--- src/rtl/bch_31_decoder.sv ---
// Serial BCH(31,21) double-error-correcting decoder: Horner syndromes, Peterson
// solve for sigma, Chien search. Fixed 64-cycle latency from accept to result.
module bch_31_decoder (
   input  logic        clk,
   input  logic        rst,
   input  logic        in_valid,
   output logic        in_ready,
   input  logic [30:0] codeword,
   output logic        out_valid,
   input  logic        out_ready,
   output logic [20:0] msg,
   output logic [1:0]  err_count,
   output logic        uncorrectable
);
   typedef enum logic [2:0] {IDLE, SYND, SOLVE, CHIEN, DONE} state_t;

   // GF(32) constants for x^5+x^2+1: alpha, alpha^3, alpha^-1, alpha^-2
   localparam logic [4:0] A1    = 5'b00010;
   localparam logic [4:0] A3    = 5'b01000;
   localparam logic [4:0] AINV1 = 5'b10010;
   localparam logic [4:0] AINV2 = 5'b01001;

   function automatic logic [4:0] gf_mul(input logic [4:0] a, input logic [4:0] b);
      logic [4:0] p;
      logic [4:0] t;
      p = 5'd0;
      t = a;
      for (int k = 0; k < 5; k++) begin
         if (b[k]) p = p ^ t;
         t = {t[3:0], 1'b0} ^ (t[4] ? 5'b00101 : 5'b00000);
      end
      return p;
   endfunction

   // x^-1 = x^30 = x^16 * x^8 * x^4 * x^2
   function automatic logic [4:0] gf_inv(input logic [4:0] x);
      logic [4:0] x2, x4, x8, x16;
      x2  = gf_mul(x, x);
      x4  = gf_mul(x2, x2);
      x8  = gf_mul(x4, x4);
      x16 = gf_mul(x8, x8);
      return gf_mul(gf_mul(x16, x8), gf_mul(x4, x2));
   endfunction

   state_t      state_q, state_d;
   logic [4:0]  cnt_q, cnt_d;
   logic [30:0] word_q, word_d;
   logic [20:0] raw_q, raw_d;
   logic [4:0]  s1_q, s1_d, s3_q, s3_d;
   logic [4:0]  m1_q, m1_d, m2_q, m2_d;
   logic [1:0]  deg_q, deg_d, roots_q, roots_d;
   logic        bad_q, bad_d;
   logic [20:0] msg_q, msg_d;
   logic [1:0]  errc_q, errc_d;
   logic        uncor_q, uncor_d;
   logic        out_valid_q, out_valid_d;
   logic        in_ready_q, in_ready_d;

   logic [4:0]  cube;
   logic [4:0]  eval;
   logic        flip;
   logic [30:0] word_nx;
   logic [1:0]  roots_nx;

   always_comb begin
      state_d     = state_q;
      cnt_d       = cnt_q;
      word_d      = word_q;
      raw_d       = raw_q;
      s1_d        = s1_q;
      s3_d        = s3_q;
      m1_d        = m1_q;
      m2_d        = m2_q;
      deg_d       = deg_q;
      roots_d     = roots_q;
      bad_d       = bad_q;
      msg_d       = msg_q;
      errc_d      = errc_q;
      uncor_d     = uncor_q;
      out_valid_d = out_valid_q;
      cube        = gf_mul(s1_q, gf_mul(s1_q, s1_q));
      eval        = 5'd1 ^ m1_q ^ m2_q;
      flip        = (eval == 5'd0);
      word_nx     = word_q ^ (flip ? (31'd1 << cnt_q) : 31'd0);
      roots_nx    = roots_q + {1'b0, flip};

      case (state_q)
         IDLE: begin
            if (in_valid) begin
               word_d  = codeword;
               raw_d   = codeword[30:10];
               s1_d    = 5'd0;
               s3_d    = 5'd0;
               cnt_d   = 5'd30;
               state_d = SYND;
            end
         end
         SYND: begin
            s1_d = gf_mul(s1_q, A1) ^ {4'd0, word_q[cnt_q]};
            s3_d = gf_mul(s3_q, A3) ^ {4'd0, word_q[cnt_q]};
            if (cnt_q == 5'd0) state_d = SOLVE;
            else               cnt_d   = cnt_q - 5'd1;
         end
         SOLVE: begin
            m1_d  = 5'd0;
            m2_d  = 5'd0;
            deg_d = 2'd0;
            bad_d = 1'b0;
            if (s1_q == 5'd0) begin
               bad_d = (s3_q != 5'd0);
            end else if (s3_q == cube) begin
               m1_d  = s1_q;
               deg_d = 2'd1;
            end else begin
               m1_d  = s1_q;
               m2_d  = gf_mul(s3_q ^ cube, gf_inv(s1_q));
               deg_d = 2'd2;
            end
            roots_d = 2'd0;
            cnt_d   = 5'd0;
            state_d = CHIEN;
         end
         CHIEN: begin
            // Position cnt_q tests sigma(alpha^-cnt_q); multipliers step by alpha^-1, alpha^-2
            word_d  = word_nx;
            roots_d = roots_nx;
            m1_d    = gf_mul(m1_q, AINV1);
            m2_d    = gf_mul(m2_q, AINV2);
            if (cnt_q == 5'd30) begin
               state_d     = DONE;
               out_valid_d = 1'b1;
               if (bad_q || (roots_nx != deg_q)) begin
                  msg_d   = raw_q;
                  errc_d  = 2'd0;
                  uncor_d = 1'b1;
               end else begin
                  msg_d   = word_nx[30:10];
                  errc_d  = deg_q;
                  uncor_d = 1'b0;
               end
            end else begin
               cnt_d = cnt_q + 5'd1;
            end
         end
         DONE: begin
            if (out_ready) begin
               state_d     = IDLE;
               out_valid_d = 1'b0;
            end
         end
         default: state_d = IDLE;
      endcase
      in_ready_d = (state_d == IDLE);
   end

   always_ff @(posedge clk) begin
      if (rst) begin
         state_q     <= IDLE;
         cnt_q       <= 5'd0;
         word_q      <= 31'd0;
         raw_q       <= 21'd0;
         s1_q        <= 5'd0;
         s3_q        <= 5'd0;
         m1_q        <= 5'd0;
         m2_q        <= 5'd0;
         deg_q       <= 2'd0;
         roots_q     <= 2'd0;
         bad_q       <= 1'b0;
         msg_q       <= 21'd0;
         errc_q      <= 2'd0;
         uncor_q     <= 1'b0;
         out_valid_q <= 1'b0;
         in_ready_q  <= 1'b1;
      end else begin
         state_q     <= state_d;
         cnt_q       <= cnt_d;
         word_q      <= word_d;
         raw_q       <= raw_d;
         s1_q        <= s1_d;
         s3_q        <= s3_d;
         m1_q        <= m1_d;
         m2_q        <= m2_d;
         deg_q       <= deg_d;
         roots_q     <= roots_d;
         bad_q       <= bad_d;
         msg_q       <= msg_d;
         errc_q      <= errc_d;
         uncor_q     <= uncor_d;
         out_valid_q <= out_valid_d;
         in_ready_q  <= in_ready_d;
      end
   end

   assign in_ready      = in_ready_q;
   assign out_valid     = out_valid_q;
   assign msg           = msg_q;
   assign err_count     = errc_q;
   assign uncorrectable = uncor_q;
endmodule

--- config.mk ---
export PLATFORM = sky130hd
export DESIGN_NAME = bch_31_decoder
export DESIGN_NICKNAME = d
export VERILOG_FILES = /design/src/rtl/bch_31_decoder.sv
export SDC_FILE = /design/constraint.sdc
export NUM_CORES = 1
export LEC_CHECK = 0
export CORE_UTILIZATION = 49
export DETAILED_ROUTE_END_ITERATION = 12
export GPL_ROUTABILITY_DRIVEN = 1
export GPL_TIMING_DRIVEN = 0
export HOLD_SLACK_MARGIN = 0.12
export PLACE_DENSITY = 0.75
export SLEW_MARGIN = 25
export SYNTH_ARGS = -nofsm -noshare
export SYNTH_HDL_FRONTEND = slang
export SYNTH_SLANG_ARGS = --single-unit
--- constraint.sdc ---
create_clock -name clk -period 13.11 [get_ports clk]
set_clock_uncertainty 0.05 [all_clocks]
set_input_delay 2.622 -clock clk [delete_from_list [all_inputs] [get_ports clk]]
set_output_delay 2.622 -clock clk [all_outputs]
set_load 0.01 [all_outputs]
Word-level counts from Yosys, hierarchy flattened
Index checks and enable logic that the tools add are counted.
Word-level totals
  output and inout bits: 26
  logic and storage cells: 377
  register bits: 111
  bits of input ports: 35
Operators by class
  $lt $le $gt $ge: 1
  reductions and logical operators: 18
  shifts and indexed selects: 1
  equal/unequal tests: 12
  bitwise logic cells: 86
  mux-type cells: 240
  add/subtract/negate cells: 3
Operators with widths (number)
  5-bit 2-to-1 mux: 177
  5-bit XOR: 44
  5-bit by 3-bit XOR with 5-bit output: 38
  3-bit 2-to-1 mux: 42
  31-bit 2-to-1 mux: 2
  31-bit one-hot mux with 2 select lines: 1
  5-bit one-hot mux with 2 select lines: 4
  1-bit by 5-bit << shifter with 31-bit output (first input constant): 1
  31-bit XOR: 1
  21-bit 2-to-1 mux: 1
  5-bit one-hot mux with 4 select lines: 1
  5-bit logical NOT: 3
  3-bit one-hot mux with 5 select lines: 1
  2-bit != test (second input constant): 5
  5-bit by 1-bit XOR with 5-bit output: 2
  2-bit AND reduction: 4
  2-bit nonzero test: 4
  3-bit by 2-bit == test with 1-bit output (second input constant): 2
  3-bit logical NOT: 2
  5-bit by 6-bit < comparator with 1-bit output (second input constant): 1
  2-bit 2-to-1 mux: 3
  5-bit by 1-bit adder with 5-bit output (second input constant): 1
  1-bit binary-select mux with 5-bit select: 1
  5-bit == test: 1
  15 further kinds: 19

Logic depth before layout (Yosys ltp)
  depth in word-level cells: 187
  gate-level depth with buffers: 37
  gate-level depth less buffers: 31

Least setup slack after synthesis
No wires, ideal clock.
  path kind: register -> register
  start point: register s1_q[0]
  end point: register m2_q[2]
  data arrival time: 8.915 ns
  clock period less this slack: 9.031 ns
  cell stages (with the launch flop): 37
  setup time: 0.065 ns
  slack: 4.079 ns
  buffers on the path: 5
  data required time: 12.995 ns
  path through: dfxtp_1 -> ha_1 -> buf_2 -> nand2_1 -> xnor2_1 -> clkinv_1 -> clkbuf_1 -> ha_1 -> inv_1 -> nor4_1 -> nor3_1 -> nor2_2 -> xor2_2 -> buf_2 -> ha_1 -> buf_1 -> clkinv_1 -> ha_1 -> clkbuf_1 -> xnor2_1 -> a22oi_1 -> nand2_1 -> xor2_1 -> xnor3_1 -> a32oi_1 -> o211ai_2 -> or4b_1 -> a21oi_1 -> or2_1 -> nand2_1 -> a32o_2 -> xnor3_2 -> and2_4 -> o211a_1 -> a311o_1 -> a2111o_1 -> nand4b_1
On the way
  word-level cells in the longest chain between the ends: 168
  elaborated cells between the ends (all ways): 264
  those cells by class: eq/ne (1); mux (193); bitwise (69); reduce/logical (1)
RTL lines
  start: declaration: RTL line 49  | logic [4:0] s1_q, s1_d, s3_q, s3_d;
  start signal: assignment: RTL line 162  | s1_q <= 5'd0;
  start signal: assignment: RTL line 179  | s1_q <= s1_d;
  5-bit 2-to-1 mux: RTL line 29  | if (b[k]) p = p ^ t;
  5-bit 2-to-1 mux: RTL line 111  | end else if (s3_q == cube) begin
  5-bit 2-to-1 mux: RTL line 109  | if (s1_q == 5'd0) begin
  5-bit 2-to-1 mux: RTL line 87  | case (state_q)
  5-bit XOR: RTL line 29
  5-bit 2-to-1 mux: RTL line 29
  5-bit 2-to-1 mux: RTL line 111
  5-bit 2-to-1 mux: RTL line 109
  [... 152 more ...]
  5-bit 2-to-1 mux: RTL line 111
  5-bit 2-to-1 mux: RTL line 109
  5-bit 2-to-1 mux: RTL line 87
  5-bit XOR: RTL line 29
  5-bit 2-to-1 mux: RTL line 29
  5-bit 2-to-1 mux: RTL line 111
  5-bit 2-to-1 mux *: RTL line 109
  5-bit one-hot mux with 2 select lines *: RTL line 87
  end signal: assignment: RTL line 182  | m2_q <= m2_d;
  end: declaration: RTL line 50  | logic [4:0] m1_q, m1_d, m2_q, m2_d;
Every way passes the cells marked *; elsewhere a longest branch is shown, timed or not. The select of a mux whose other input is x is not followed.
A chain may end at the register's enable or synchronous reset.

Worst setup path in the final report
Ends and elaborated chain as after synthesis.

==> key figures <==
STA
  • Max-slew headroom: 27.78%
  • Final setup TNS: 0 ps
  • Fin. Hold Viols: 0
  • Min Hold Slack: 405.6 ps
  • Period Utilization, post-route: 84.05%
  • Endpoints failing setup: 0
  • RSZ-0062 raised after global routing: false
  • Final min period: around 11000 ps
  • Max Freq: 90.75 MHz
  • Worst-margin pin slew: ~1100 ps
  • Fin. max-slew vios: 0

Floorplan
  • Die ar.: slightly below 20000 um2
  • Row Count: 49
  • Die extent in x: around 140 um
  • Initial Utilization: about half
  • Die H: roughly 140 um
  • Core area: between 15000 and 20000 um2
  • I/O pin total: between 60 and 70

Layout
  • Multi-input gate area: ~6500 um2
  • Fin util: a little under three fifths
  • Diodes inserted: 0
  • FF+latch area: 2222 um2
  • Fill cells: 1680
  • Final Non-Filler Cells: 1509
  • Nets: around 1300
  • Area Growth Syn to Fin: 13.32%
  • Share of layout cells above drive strength 1: under 10%

Setup path
  • CP max-delay cell: a2111oi_0
  • Kind of critical path: flop to flop
  • Crit path top cell by count: ha_1
  • RR Endpoint: m2_q[2]
  • Critical Path Max Stage Delay: 570 ps
  • CP required: between 10000 and 15000 ps
  • Reg2reg path depth: 36
  • CP Max Fanout: 10
  • Crit end category: flop
  • CP arrival: 11270 ps
  • CP startpoint kind: flop
  • Reg2Reg Setup Slack: roughly 2100 ps
  • Reg-to-Reg Start: s1_q[0]

Pwr
  • Clock Power Share: 24.9%
  • Total power draw: 0.001244 W
  • Comb power frac: 41.6%
  • VDD IR max: 0.09812 mV
  • Internal cell power: between 0.0007 and 0.0008 W
  • Flop pwr share: 33.4%
  • Pleak: 3.798 nW
  • Pwr dens: ~120 nW/um2
  • Switching share of power: about two fifths
  • Net switching power: approximately 0.0005 W

Hold path
  • Hold wc startpoint: raw_q[7]
  • Hold WC Path Type: flop to flop
  • WHS Endpoint: raw_q[7]
  • Hold path cells: 2

Clocking
  • Post-CTS Hold Buffers: 0
  • CTS sink count: 111
  • Post-CTS setup buffer count: 0
  • Root buf cell: clkbuf_16
  • CTS tree: done
  • Clock Path Buffers: 2
  • H-tree levels: 3
  • # resized after CTS: 0
  • CTS Buf Count: 9
  • Clock Pin Slew Worst Setup and Hold Paths: roughly 80 ps
  • Clk_lat worst skew: roughly 370 ps

Place
  • RePlAce Congestion: 0.9901
  • Placed Cells incl. Taps: 1493
  • Port bufs: roughly 60
  • Detailed placement HPWL: slightly below 20 mm

Logic synthesis
  • Async SR Flop Fraction: 0%
  • Post-synthesis mux area share: under 10%
  • Sequential area share after synthesis: 24.32%
  • Main synth FF type: dfxtp_1
  • Mapped Cells: around 1200
  • Ys Warns: 0
  • Netlist cell types: 84
  • Synth top area cells: dfxtp_1 24%, xnor2_1 9.3%, nand2_1 6.6%
  • Syn_nets: roughly 1300
  • Largest family of logic cells by synthesized area: simple AND/OR/NAND/NOR gates
  • Post-synth top area share: about a quarter
  • EDFF count, synth: 0
  • Synth Area in XOR/XNOR: ~18%
  • Cell Area, Synth: slightly above 9000 um2
  • Synth Area in Compound Gates: around 20%
  • Simple-gate share of the synthesized area: about a quarter
  • #FFs+latches synth: roughly 110
  • Area leader, netlist: dfxtp_1
  • Synth Area per Inst: between 7 and 8 um2
  • Post-Synth Adder-Cell Area: 1.999%

Routing
  • Average wire per standard cell: between 15 and 20 um
  • Vias: about 9000
  • Mean number of vias per cell: just over 6
  • Antenna viol nets, final: 0
  • Routed wire length: approximately 26 mm
  • DR iter-0 viols: roughly 880
  • DR pass1 iterations: 5
  • # DRC: 0

Global routing
  • Vias in the first global route: 8323
  • Total GRT Usage: between 20% and 30%
  • Global-route wire length before repair: 42.99 mm
  • Remaining Overflow, GRT: 0
  • Pin count of the biggest net entering global routing: 21
  • Initial antenna violation count: 0

Run
  • Max-cap viol count: 0

Outcome
  • Status: finished, final reports clean
-- state kept, by name, summed over array words and instances (netlist names) --
register,count
bad_q,1
cnt_q,5
deg_q,2
err_count,2
in_ready,1
m1_q,5
m2_q,5
msg,21
out_valid,1
raw_q,21
roots_q,2
s1_q,5
s3_q,5
state_q,3
uncorrectable,1
word_q,31
-- power by group through the flow --
stage / clock (W) / sequential (W) / combinational [W]
4_1_cts: 0.000313 / 0.000414 / 0.000506
6_report: 0.000310 / 0.000416 / 0.000518
3_5_place_dp: 0 / 0.000421 / 0.000503
2_1_floorplan: 0 / 0.000411 / 0.000378
5_1_grt: 0.000326 / 0.000420 / 0.000563
3_3_place_gp: 0 / 0.000420 / 0.000496
-- synth_stat cells, drive strengths merged (16+ instances only) --
| cell | number |
|---|---|
| nor3 | 52 |
| o21ai | 56 |
| xor2 | 41 |
| clkbuf | 68 |
| buf | 19 |
| mux2i | 35 |
| a31oi | 20 |
| inv | 16 |
| nand2 | 160 |
| nand3 | 24 |
| nor2 | 145 |
| a211oi | 19 |
| nor2b | 21 |
| xnor2 | 101 |
| a21oi | 93 |
| dfxtp | 111 |
-- logic make-up (layout without fill, tap and decap cells) --
kind of cell / after synthesis / in the layout
xor+xnor: 156 / 156
compound gates: 287 / 287
simple gates: 481 / 481
buf+inv: 108 / 183
mux: 48 / 48
flops: 111 / 111
fa+ha+maj: 14 / 14
-- through the flow --
step	worst slack, ps	area, um2
2_1_floorplan	4079	9139
3_3_place_gp	2380	10020
3_5_place_dp	2354	10020
4_1_cts	2301	10360
5_1_grt	1217	10360
6_report	2091	10360
-- critical path, delay by kind of cell, from the launching register on --
family,cells,cell delay (ps)
compound gates,9,2640
xor+xnor,7,2360
flops,1,330
buf+inv,8,2460
simple gates,7,1470
mux,1,240
fa+ha+maj,4,1410
-- layer usage --
layer  vias to the layer above  wire length, um  part of all wire, %  global-route usage [%]
met4                         0              430                  1.6                   7.924
li1                       4396                -                    -                       -
met1                      4330            11550                   44                   36.74
met2                       375            12760                   48                   46.46
met5                         -                0                    0                       0
met3                        32             1742                  6.6                   3.280
-- cells in the final DEF (no fill, tap or decap), types with 6 or more instances in the layout --
master           synthesis  final
nand2_1                160    160
nor2_1                 143    143
dfxtp_1                111    111
xnor2_1                 97     97
a21oi_1                 92     92
clkbuf_1                68     68
clkdlybuf4s50_1          0     59
o21ai_0                 56     56
nor3_1                  51     51
xor2_1                  39     39
mux2i_1                 31     31
nand3_1                 24     24
nor2b_1                 21     21
a31oi_1                 20     20
a211oi_1                19     19
and3_1                  15     15
a221oi_1                15     15
a22oi_1                 15     15
nand2b_1                13     13
ha_1                    13     13
inv_1                   12     12
o22ai_1                 11     11
xnor3_1                 10     10
clkbuf_16                0      9
mux4_2                   8      8
buf_2                    7      7
and2_1                   7      7
buf_1                    6      6
or3_1                    6      6
nor3b_1                  6      6
-- layout make-up --
class / instances / area share (%)
Sequential cell: 111 / 21.46
Tap cell: 229 / 2.767
Clock buffer: 9 / 2.175
Multi-Input combinational cell: 986 / 62.60
Inverter: 21 / 0.7611
Timing Repair Buffer: 59 / 5.703
Clock inverter: 7 / 1.051
Buffer: 87 / 3.492
-- how the worst max path moves through the flow --
stage / startpoint / to / slack, ps / cells after the start
floorplan: s1_q[0] / m2_q[2] / 4080 / 36
global placement: s1_q[0] / m2_q[2] / 2380 / 36
detailed placement: s1_q[0] / m2_q[3] / 2350 / 37
CTS: s1_q[0] / m2_q[3] / 2300 / 37
global route: s1_q[0] / m2_q[3] / 1220 / 37
finish: s1_q[0] / m2_q[2] / 2090 / 36
Power figures use the tool's default switching activity.
